==> config.mk <==
export PLATFORM = sky130hd
export DESIGN_NAME = speicher_antwort
export DESIGN_NICKNAME = d
export VERILOG_FILES = /design/src/rtl/speicher_antwort.sv
export SDC_FILE = /design/constraint.sdc
export NUM_CORES = 1
export LEC_CHECK = 0
export CAP_MARGIN = 10
export CORE_MARGIN = 2
export CORE_UTILIZATION = 45
export CTS_CLUSTER_SIZE = 10
export DETAILED_ROUTE_END_ITERATION = 6
export DONT_BUFFER_PORTS = 1
export PLACE_DENSITY = 0.62
export SLEW_MARGIN = 25
export SYNTH_ARGS = -nofsm -noshare
export SYNTH_HDL_FRONTEND = slang
export SYNTH_SLANG_ARGS = --single-unit
export TNS_END_PERCENT = 1
==> constraint.sdc <==
create_clock -name Clock -period 11.2 [get_ports Clock]
set_clock_uncertainty 0.2 [all_clocks]
set_input_delay 3.36 -clock Clock [delete_from_list [all_inputs] [get_ports Clock]]
set_output_delay 3.36 -clock Clock [all_outputs]
set_load 0.02 [all_outputs]
==> src/rtl/speicher_antwort.sv <==
// speicher_antwort -- memory-side responder for the controller's level
// handshakes (fetch, data load, data store) in front of a single-port
// synchronous RAM with a fixed read latency.
//
// Parameters
//   LATENZ  RAM read latency, address/enable edge to valid MemLeseDaten (1..15)
//   AW      RAM word-address width
// Ports
//   Clock, Reset (async, active-high)
//   LoadBefehlSignal / BefehlAdresse           fetch request, byte address
//   LoadDatenSignal / StoreDatenSignal         data load / store request
//   DatenAdresse / SchreibDaten                load/store byte address, store data
//   Befehl / LeseDaten                         registered read results
//   BefehlGeladen / DatenGeladen / DatenGespeichert   four-phase acks
//   Ausrichtungsfehler                         misaligned access flag
//   MemEnable / MemSchreiben / MemAdresse / MemSchreibDaten / MemLeseDaten
//
// Build option: define SPEICHER_AUSRICHTUNG_EN to answer accesses with
// address bits [1:0] != 0 immediately with an ack plus Ausrichtungsfehler and
// no RAM cycle. Without it those bits are ignored and the flag stays 0.
module speicher_antwort #(
  parameter int LATENZ = 2,
  parameter int AW     = 16
) (
  input  logic          Clock,
  input  logic          Reset,
  input  logic          LoadBefehlSignal,
  input  logic [31:0]   BefehlAdresse,
  input  logic          LoadDatenSignal,
  input  logic          StoreDatenSignal,
  input  logic [31:0]   DatenAdresse,
  input  logic [31:0]   SchreibDaten,
  output logic [31:0]   Befehl,
  output logic [31:0]   LeseDaten,
  output logic          BefehlGeladen,
  output logic          DatenGeladen,
  output logic          DatenGespeichert,
  output logic          Ausrichtungsfehler,
  output logic          MemEnable,
  output logic          MemSchreiben,
  output logic [AW-1:0] MemAdresse,
  output logic [31:0]   MemSchreibDaten,
  input  logic [31:0]   MemLeseDaten
);

  typedef enum logic [2:0] {IDLE, LESEN, SCHREIBEN, QUITT, ABBRUCH} state_t;

  localparam logic [3:0] LAT4 = 4'(LATENZ);

  state_t        state, state_nx;
  logic [3:0]    zaehler, zaehler_nx;
  logic          quelle_befehl, quelle_befehl_nx;   // 1: fetch, 0: data load
  logic [31:0]   befehl_nx, lese_daten_nx, schreib_daten_nx;
  logic          bg_nx, dg_nx, ds_nx, fehler_nx, en_nx, wr_nx;
  logic [AW-1:0] adresse_nx;

  logic          fehl_daten, fehl_befehl;
  logic          lese_anfrage;   // request level of the read in flight
  logic          quitt_halten;   // originating request of the pending ack still high
  logic          unused_bits;

`ifdef SPEICHER_AUSRICHTUNG_EN
  assign fehl_daten  = |DatenAdresse[1:0];
  assign fehl_befehl = |BefehlAdresse[1:0];
`else
  assign fehl_daten  = 1'b0;
  assign fehl_befehl = 1'b0;
`endif

  // Upper address bits (and [1:0] when unchecked) are deliberately ignored.
  assign unused_bits = ^{BefehlAdresse, DatenAdresse};

  assign lese_anfrage = quelle_befehl ? LoadBefehlSignal : LoadDatenSignal;
  // Only one ack is ever set, so it identifies the request to watch.
  assign quitt_halten = (BefehlGeladen    & LoadBefehlSignal) |
                        (DatenGeladen     & LoadDatenSignal)  |
                        (DatenGespeichert & StoreDatenSignal);

  always_comb begin
    state_nx         = state;
    zaehler_nx       = zaehler;
    quelle_befehl_nx = quelle_befehl;
    befehl_nx        = Befehl;
    lese_daten_nx    = LeseDaten;
    schreib_daten_nx = MemSchreibDaten;
    adresse_nx       = MemAdresse;
    bg_nx            = BefehlGeladen;
    dg_nx            = DatenGeladen;
    ds_nx            = DatenGespeichert;
    fehler_nx        = Ausrichtungsfehler;
    en_nx            = MemEnable;
    wr_nx            = MemSchreiben;

    case (state)
      IDLE: begin
        if (StoreDatenSignal) begin
          if (fehl_daten) begin
            state_nx  = QUITT;
            ds_nx     = 1'b1;
            fehler_nx = 1'b1;
          end else begin
            state_nx         = SCHREIBEN;
            en_nx            = 1'b1;
            wr_nx            = 1'b1;
            adresse_nx       = DatenAdresse[AW+1:2];
            schreib_daten_nx = SchreibDaten;
          end
        end else if (LoadDatenSignal) begin
          if (fehl_daten) begin
            state_nx  = QUITT;
            dg_nx     = 1'b1;
            fehler_nx = 1'b1;
          end else begin
            state_nx         = LESEN;
            en_nx            = 1'b1;
            wr_nx            = 1'b0;
            adresse_nx       = DatenAdresse[AW+1:2];
            zaehler_nx       = LAT4;
            quelle_befehl_nx = 1'b0;
          end
        end else if (LoadBefehlSignal) begin
          if (fehl_befehl) begin
            state_nx  = QUITT;
            bg_nx     = 1'b1;
            fehler_nx = 1'b1;
          end else begin
            state_nx         = LESEN;
            en_nx            = 1'b1;
            wr_nx            = 1'b0;
            adresse_nx       = BefehlAdresse[AW+1:2];
            zaehler_nx       = LAT4;
            quelle_befehl_nx = 1'b1;
          end
        end
      end

      LESEN: begin
        zaehler_nx = zaehler - 4'd1;
        if (!lese_anfrage) begin
          // Withdrawn: let the RAM cycle run out, discard the data.
          if (zaehler == 4'd1) begin
            en_nx    = 1'b0;
            state_nx = IDLE;
          end else begin
            state_nx = ABBRUCH;
          end
        end else if (zaehler == 4'd1) begin
          en_nx    = 1'b0;
          state_nx = QUITT;
          if (quelle_befehl) begin
            befehl_nx = MemLeseDaten;
            bg_nx     = 1'b1;
          end else begin
            lese_daten_nx = MemLeseDaten;
            dg_nx         = 1'b1;
          end
        end
      end

      ABBRUCH: begin
        zaehler_nx = zaehler - 4'd1;
        if (zaehler == 4'd1) begin
          en_nx    = 1'b0;
          state_nx = IDLE;
        end
      end

      SCHREIBEN: begin
        // The write strobe was already issued for this one cycle; a
        // withdrawn store only loses its ack.
        en_nx = 1'b0;
        wr_nx = 1'b0;
        if (StoreDatenSignal) begin
          ds_nx    = 1'b1;
          state_nx = QUITT;
        end else begin
          state_nx = IDLE;
        end
      end

      QUITT: begin
        if (!quitt_halten) begin
          bg_nx     = 1'b0;
          dg_nx     = 1'b0;
          ds_nx     = 1'b0;
          fehler_nx = 1'b0;
          state_nx  = IDLE;
        end
      end

      default: state_nx = IDLE;
    endcase
  end

  always_ff @(posedge Clock or posedge Reset) begin
    if (Reset) begin
      state              <= IDLE;
      zaehler            <= 4'd0;
      quelle_befehl      <= 1'b0;
      Befehl             <= 32'd0;
      LeseDaten          <= 32'd0;
      BefehlGeladen      <= 1'b0;
      DatenGeladen       <= 1'b0;
      DatenGespeichert   <= 1'b0;
      Ausrichtungsfehler <= 1'b0;
      MemEnable          <= 1'b0;
      MemSchreiben       <= 1'b0;
      MemAdresse         <= '0;
      MemSchreibDaten    <= 32'd0;
    end else begin
      state              <= state_nx;
      zaehler            <= zaehler_nx;
      quelle_befehl      <= quelle_befehl_nx;
      Befehl             <= befehl_nx;
      LeseDaten          <= lese_daten_nx;
      BefehlGeladen      <= bg_nx;
      DatenGeladen       <= dg_nx;
      DatenGespeichert   <= ds_nx;
      Ausrichtungsfehler <= fehler_nx;
      MemEnable          <= en_nx;
      MemSchreiben       <= wr_nx;
      MemAdresse         <= adresse_nx;
      MemSchreibDaten    <= schreib_daten_nx;
    end
  end

endmodule

==> results of run 1 <==
==> layout make-up <==
cell class | count | area (sq um) | area share
clock buffers | 21 | 460 | 0.0787
clock inverters | 11 | 141 | 0.0242
inverters | 6 | 25.0 | 0.00428
multi-input cells | 182 | 1890 | 0.323
flip-flops and latches | 125 | 3130 | 0.535
well taps | 143 | 179 | 0.0306
repair buffers | 3 | 22.5 | 0.00385
==> synthesized netlist by cell type, types with 3 or more instances <==
cell and n:
sky130_fd_sc_hd__a21oi_1 5, sky130_fd_sc_hd__buf_2 8, sky130_fd_sc_hd__buf_4 7, sky130_fd_sc_hd__dfrtp_1 125, sky130_fd_sc_hd__inv_1 6, sky130_fd_sc_hd__mux2_2 118
sky130_fd_sc_hd__mux2_4 9, sky130_fd_sc_hd__nor2_1 6, sky130_fd_sc_hd__nor2b_1 3, sky130_fd_sc_hd__o21ai_0 5
==> state kept, by name, summed over array words and instances (netlist names), 3 cells and up <==
register         count
zaehler              4
Befehl              32
MemSchreibDaten     32
LeseDaten           32
state                3
MemAdresse          16
==> worst max-delay path, stage by stage <==
cell,delay [ps]
sky130_fd_sc_hd__and4_1,600
sky130_fd_sc_hd__buf_4,410
sky130_fd_sc_hd__mux2_2,380
==> layer usage <==
layer	routed length (um)	share of wire	vias to the layer above	track usage
met5	0	0	-	0
met4	138	0.014	0	0.0691
met3	1120	0.11	10	0.0919
met2	5140	0.52	127	0.274
met1	3550	0.36	1382	0.173
li1	-	-	1194	-
==> per-stage QoR <==
step / instance area [sq um] / power (W)
2_1_floorplan: 5180 / 0.00121
3_3_place_gp: 5250 / 0.00126
3_5_place_dp: 5250 / 0.00128
4_1_cts: 5850 / 0.00184
5_1_grt: 5850 / 0.00190
6_report: 5850 / 0.00181
==> how the worst max path moves through the flow <==
stage / from / to / slack [ps] / cells past startpoint
5_1_grt: LoadDatenSignal / MemAdresse[0] / 6420 / 3
6_report: LoadBefehlSignal / Befehl[6] / 6530 / 3
3_3_place_gp: LoadDatenSignal / MemAdresse[5] / 6070 / 3
4_1_cts: LoadDatenSignal / MemAdresse[1] / 6490 / 3
2_1_floorplan: Reset / BefehlGeladen / 4310 / 1
3_5_place_dp: LoadDatenSignal / MemAdresse[4] / 6050 / 3
==> cells by family (layout without fill, tap and decap cells) <==
kind of cell / after synthesis / in the layout / synth area share
other cells: 1 / 1 / 0.000724
xor+xnor: 1 / 1 / 0.00169
compound gates: 22 / 22 / 0.0302
simple gates: 25 / 25 / 0.0348
mux: 131 / 131 / 0.293
fa+ha+maj: 2 / 2 / 0.00483
buf+inv: 25 / 41 / 0.0312
flops: 125 / 125 / 0.604
==> power groups by stage <==
stage / Combinational [W] / Sequential, W / Clock [W]
final: 0.000338 / 0.000924 / 0.000552
after global routing: 0.000373 / 0.000947 / 0.000584
after CTS: 0.000344 / 0.000930 / 0.000567
after detailed placement: 0.000343 / 0.000936 / 0
after global placement: 0.000327 / 0.000932 / 0
after floorplan: 0.000336 / 0.000879 / 0
==> impl_metrics.json, run 1 <==
{
  "r2r_slack_ps": 8420,
  "drive_gt1_frac": 0.491,
  "syn-mean-instance-area_sq_um": 15.6,
  "run_status": "finished clean",
  "place.gp.congestion": 0.733,
  "dp.final_hpwl_um": 6940,
  "post-route-worst-setup-slack_ps": 6530,
  "min_delay_path_depth": 1,
  "worst_r2r_endpoint": "Befehl[6]",
  "yosys_warnings": 0,
  "cts.htree.levels": 4,
  "reg2reg_depth": 6,
  "clkTransAtPathRegs_ps": 50,
  "crit_path_end_kind": "flop",
  "power.density_nw_per_um2": 310,
  "grt_pass1_vias": 2930,
  "min_delay_endpoint": "zaehler[1]",
  "drc": 0,
  "detail_route.vias_per_cell": 5.53,
  "grt_pass1_wl_um": 15700,
  "layout_min_cycle_time_ps": 4670,
  "p_comb_frac": 0.186,
  "post_synth_main_area_contributors": "sky130_fd_sc_hd__dfrtp_1 (60%), sky130_fd_sc_hd__mux2_2 (26%), sky130_fd_sc_hd__mux2_4 (2.6%)",
  "vias": 2713,
  "ys_async_sr_fraction": 1.00,
  "grt_setup_unrepaired": "false",
  "worstSetupStartpointType": "input pin",
  "gr-usage-all-layers": 0.165,
  "port_buffers": 0,
  "synth-main-ff-cell": "sky130_fd_sc_hd__dfrtp_1",
  "die-width_um": 111,
  "ant_nets": 0,
  "maxClockFrequency_ghz": 0.214,
  "ctsResizeCount": 0,
  "die-height_um": 111,
  "synth_largest_type_area_fraction": 0.604,
  "clkSinkCount": 125,
  "part_of_the_cycle_the_worst_path_needs": 0.417,
  "power.switching_w": 0.000635,
  "synthesis.nets": 467,
  "cts_made_buffers": 17,
  "max_slew_headroom": 0.405,
  "gr-total-overflow": 0,
  "drt_pre_antenna_iters": 4,
  "ys_types": 45,
  "clockBufferDepth": 2,
  "critical_path.reg2reg.startpoint": "zaehler[1]",
  "finalSetupViolCount": 0,
  "area_growth_syn_to_layout_pct": 12.9,
  "antenna_found_initial": 0,
  "die_area_sq_um": 12400,
  "finalHoldWorstSlack_ps": 377,
  "layout.cells.most_common_list": "sky130_fd_sc_hd__dfrtp_1 (125), sky130_fd_sc_hd__mux2_2 (118), sky130_fd_sc_hd__clkbuf_16 (17)",
  "setup_total_negative_slack_ps": 0,
  "wirelength_um": 9950,
  "tritoncts": "yes",
  "ys_ff_latch": 125,
  "timing.critical_path.arrival_ps": 4760,
  "core.rowCount": 39,
  "dp.cells": 459,
  "initialDrtViolationCount": 106,
  "timing.hold.worst.class": "reg -> reg",
  "preCtsSetupSlack_ps": 6050,
  "timing_worst_slew_pin_value_ps": 892,
  "finalMaxSlewViolations": 0,
  "drv.max_cap_violation_count": 0,
  "clock_latency_ps": 410,
  "post-synth-top-area-cell": "sky130_fd_sc_hd__dfrtp_1",
  "clock_tree.root_cell": "sky130_fd_sc_hd__clkbuf_16",
  "antenna_cells": 0,
  "reported_leakage_power_nw": 2.70,
  "io-pin-count": 251,
  "worst_min_delay_path_startpoint": "zaehler[1]",
  "final_cell_count_no_fill": 491,
  "hold_buffers": 0,
  "synth_edf_count": 0,
  "worstPathMaxFanout": 20,
  "power.internal_w": 0.00118,
  "largest_net_degree_at_the_start_of_global_routing": 66,
  "floorplan.initialDensity": 0.458,
  "post_synth_inst_count": 332,
  "num-nets-final": 470,
  "seqPwrFrac": 0.509,
  "proportion_of_power_drawn_by_the_clock_network": 0.304,
  "post_cts.repair.setup_buffers": 0,
  "worst_ep_required_time_ps": 11290,
  "design.core.area_sq_um": 11300,
  "swShare": 0.350,
  "final.fill_count": 948,
  "layout.cells.most_common": "sky130_fd_sc_hd__dfrtp_1",
  "report.final.hold_viol_count": 0,
  "worst-setup-path-type": "in -> reg",
  "wirelength_per_cell_um": 20.3,
  "utilization": 0.517,
  "synth_seq_area_share": 0.604,
  "max-vdd-ir-drop_mv": 0.167,
  "synth_area_sq_um": 5180
}
No activity file was read; power rests on OpenSTA's default activity.
==> inputs of run 2 (changes only) <==
--- a/config.mk
+++ b/config.mk
@@ -11,7 +11,7 @@
 export CTS_CLUSTER_SIZE = 10
 export DETAILED_ROUTE_END_ITERATION = 6
 export DONT_BUFFER_PORTS = 1
-export PLACE_DENSITY = 0.62
+export PLACE_DENSITY = 0.64
 export SLEW_MARGIN = 25
 export SYNTH_ARGS = -nofsm -noshare
 export SYNTH_HDL_FRONTEND = slang
==> constraint.sdc (replaced) <==
create_clock -name Clock -period 4.1 [get_ports Clock]
set_clock_uncertainty 0.2 [all_clocks]
set_input_delay 1.23 -clock Clock [delete_from_list [all_inputs] [get_ports Clock]]
set_output_delay 1.23 -clock Clock [all_outputs]
set_load 0.02 [all_outputs]
==> run 2 against run 1 <==
  * First-iteration DRC count grew 8.5%
  * Sequential share of layout area shrank 0.36 points
  * Critical path depth is 1 higher
  * Hold slack lost 1.4 ps
  * Final area is 0.68% higher
  * Flip-flop and latch count unchanged
  * Critical path type is now reg -> reg
  * Highest routed layer unchanged
==> impl_metrics.json, run 2 (synthesis gave the netlist of run 1 again) <==
{
  "die_area_sq_um": 12400,
  "max-vdd-ir-drop_mv": 0.446,
  "layout.cells.most_common": "sky130_fd_sc_hd__dfrtp_1",
  "utilization": 0.520,
  "worst_ep_required_time_ps": 4190,
  "vias": 2694,
  "report.final.hold_viol_count": 0,
  "reported_leakage_power_nw": 2.72,
  "drive_gt1_frac": 0.496,
  "preCtsSetupSlack_ps": 982,
  "timing.critical_path.arrival_ps": 2920,
  "seq_area_sq_um": 3130,
  "grt_setup_unrepaired": "false",
  "die-height_um": 111,
  "ant_nets": 0,
  "gr-total-overflow": 0,
  "die-width_um": 111,
  "io-pin-count": 251,
  "grt_pass1_vias": 2963,
  "crit_path_end_kind": "flop",
  "clkSinkCount": 125,
  "area_growth_syn_to_layout_pct": 13.6,
  "initialDrtViolationCount": 115,
  "drt_pre_antenna_iters": 4,
  "maxClockFrequency_ghz": 0.353,
  "wirelength_per_cell_um": 20.0,
  "finalHoldWorstSlack_ps": 376,
  "antenna_cells": 0,
  "critical_path.reg2reg.startpoint": "state[1]",
  "grt_pass1_wl_um": 16000,
  "post-route-worst-setup-slack_ps": 1270,
  "core.rowCount": 39,
  "ctsResizeCount": 0,
  "cts_made_buffers": 17,
  "critical_path.max_stage_delay_ps": 770,
  "floorplan.initialDensity": 0.458,
  "clock_tree.root_cell": "sky130_fd_sc_hd__clkbuf_16",
  "antenna_found_initial": 0,
  "setup_total_negative_slack_ps": 0,
  "drv.max_cap_violation_count": 0,
  "gr-usage-all-layers": 0.167,
  "num-nets-final": 471,
  "worst_r2r_endpoint": "LeseDaten[7]",
  "r2r_slack_ps": 1270,
  "detail_route.vias_per_cell": 5.48,
  "cp_cell_sequence": "nor4b_4 > nand4b_2 > buf_4 > mux2_1",
  "wirelength_um": 9830,
  "cts.htree.levels": 4,
  "worst_setup_path_endpoint": "LeseDaten[7]",
  "worstSetupStartpointType": "flop",
  "power.density_nw_per_um2": 848,
  "layout_top_registers": "Befehl x32, LeseDaten x32, MemSchreibDaten x32",
  "timing.hold.worst.class": "reg -> reg",
  "layout.cells.most_common_list": "sky130_fd_sc_hd__dfrtp_1 (125), sky130_fd_sc_hd__mux2_2 (118), sky130_fd_sc_hd__clkbuf_16 (17)",
  "max_slew_headroom": 0.390,
  "finalSetupViolCount": 0,
  "part_of_the_cycle_the_worst_path_needs": 0.691,
  "finalMaxSlewViolations": 0,
  "clkTransAtPathRegs_ps": 50,
  "area_used_by_multi_input_combinational_logic_sq_um": 1890,
  "post_layout_total_power_w": 0.00499,
  "worstPathMaxFanout": 26,
  "post_cts.repair.setup_buffers": 0,
  "layout_min_cycle_time_ps": 2830,
  "place.gp.congestion": 0.775,
  "hold_buffers": 0,
  "tritoncts": "yes",
  "run_status": "finished clean",
  "timing_worst_slew_pin_value_ps": 911,
  "worst-setup-path-type": "reg -> reg",
  "drc": 0,
  "cp-startpoint": "state[1]",
  "port_buffers": 0,
  "design.core.area_sq_um": 11300,
  "reg2reg_depth": 4,
  "clock_latency_ps": 410,
  "worst_path_max_delay_cell": "sky130_fd_sc_hd__nand4b_2",
  "dp.final_hpwl_um": 6700,
  "clockBufferDepth": 2,
  "largest_net_degree_at_the_start_of_global_routing": 126,
  "final.fill_count": 949
}
-- run 2: critical path, delay by kind of cell, from the launching register on --
| family | cells | cell delay, ps |
|---|---|---|
| buffers and inverters | 1 | 470 |
| flip-flops | 1 | 530 |
| multiplexers | 1 | 320 |
| AND/OR/NAND/NOR | 2 | 1180 |
-- run 2: report_power, final --
part           internal (W)  switching [W]  leakage [nW]  total (W)
Combinational      0.000568       0.000362         0.823   0.000930
Clock               0.00102       0.000521         0.298    0.00154
Sequential          0.00167       0.000855          1.60    0.00253
-- run 2: area by class of cell --
class                      instances  area share
tap                              143      0.0304
sequential                       125       0.531
multi-input combinational        182       0.321
clock buffer                      22      0.0822
clock inverter                    10      0.0232
inverter                           6     0.00446
timing repair buffer               4     0.00722
-- run 2: metrics by stage --
stage | cell area (sq um) | std cells
after global placement | 5270 | 460
after CTS | 5890 | 492
final | 5890 | 492
after detailed placement | 5270 | 460
after floorplan | 5180 | 332
after global routing | 5890 | 492
-- run 2: worst min-delay path by stage --
stage | from | end | slack, ps | cells past startpoint
floorplan | zaehler[1] | zaehler[1] | 320 | 1
global placement | zaehler[1] | zaehler[1] | 360 | 1
detailed placement | zaehler[1] | zaehler[1] | 360 | 1
CTS | zaehler[1] | zaehler[1] | 380 | 1
global route | zaehler[1] | zaehler[1] | 400 | 1
finish | zaehler[1] | zaehler[1] | 380 | 1
-- run 2: routing by layer --
| metal | vias up | global-route usage | share of wire |
|---|---|---|---|
| met5 | - | 0 | 0 |
| met1 | 1353 | 0.186 | 0.37 |
| met4 | 0 | 0.0798 | 0.016 |
| li1 | 1192 | - | - |
| met2 | 133 | 0.270 | 0.51 |
| met3 | 16 | 0.0804 | 0.10 |
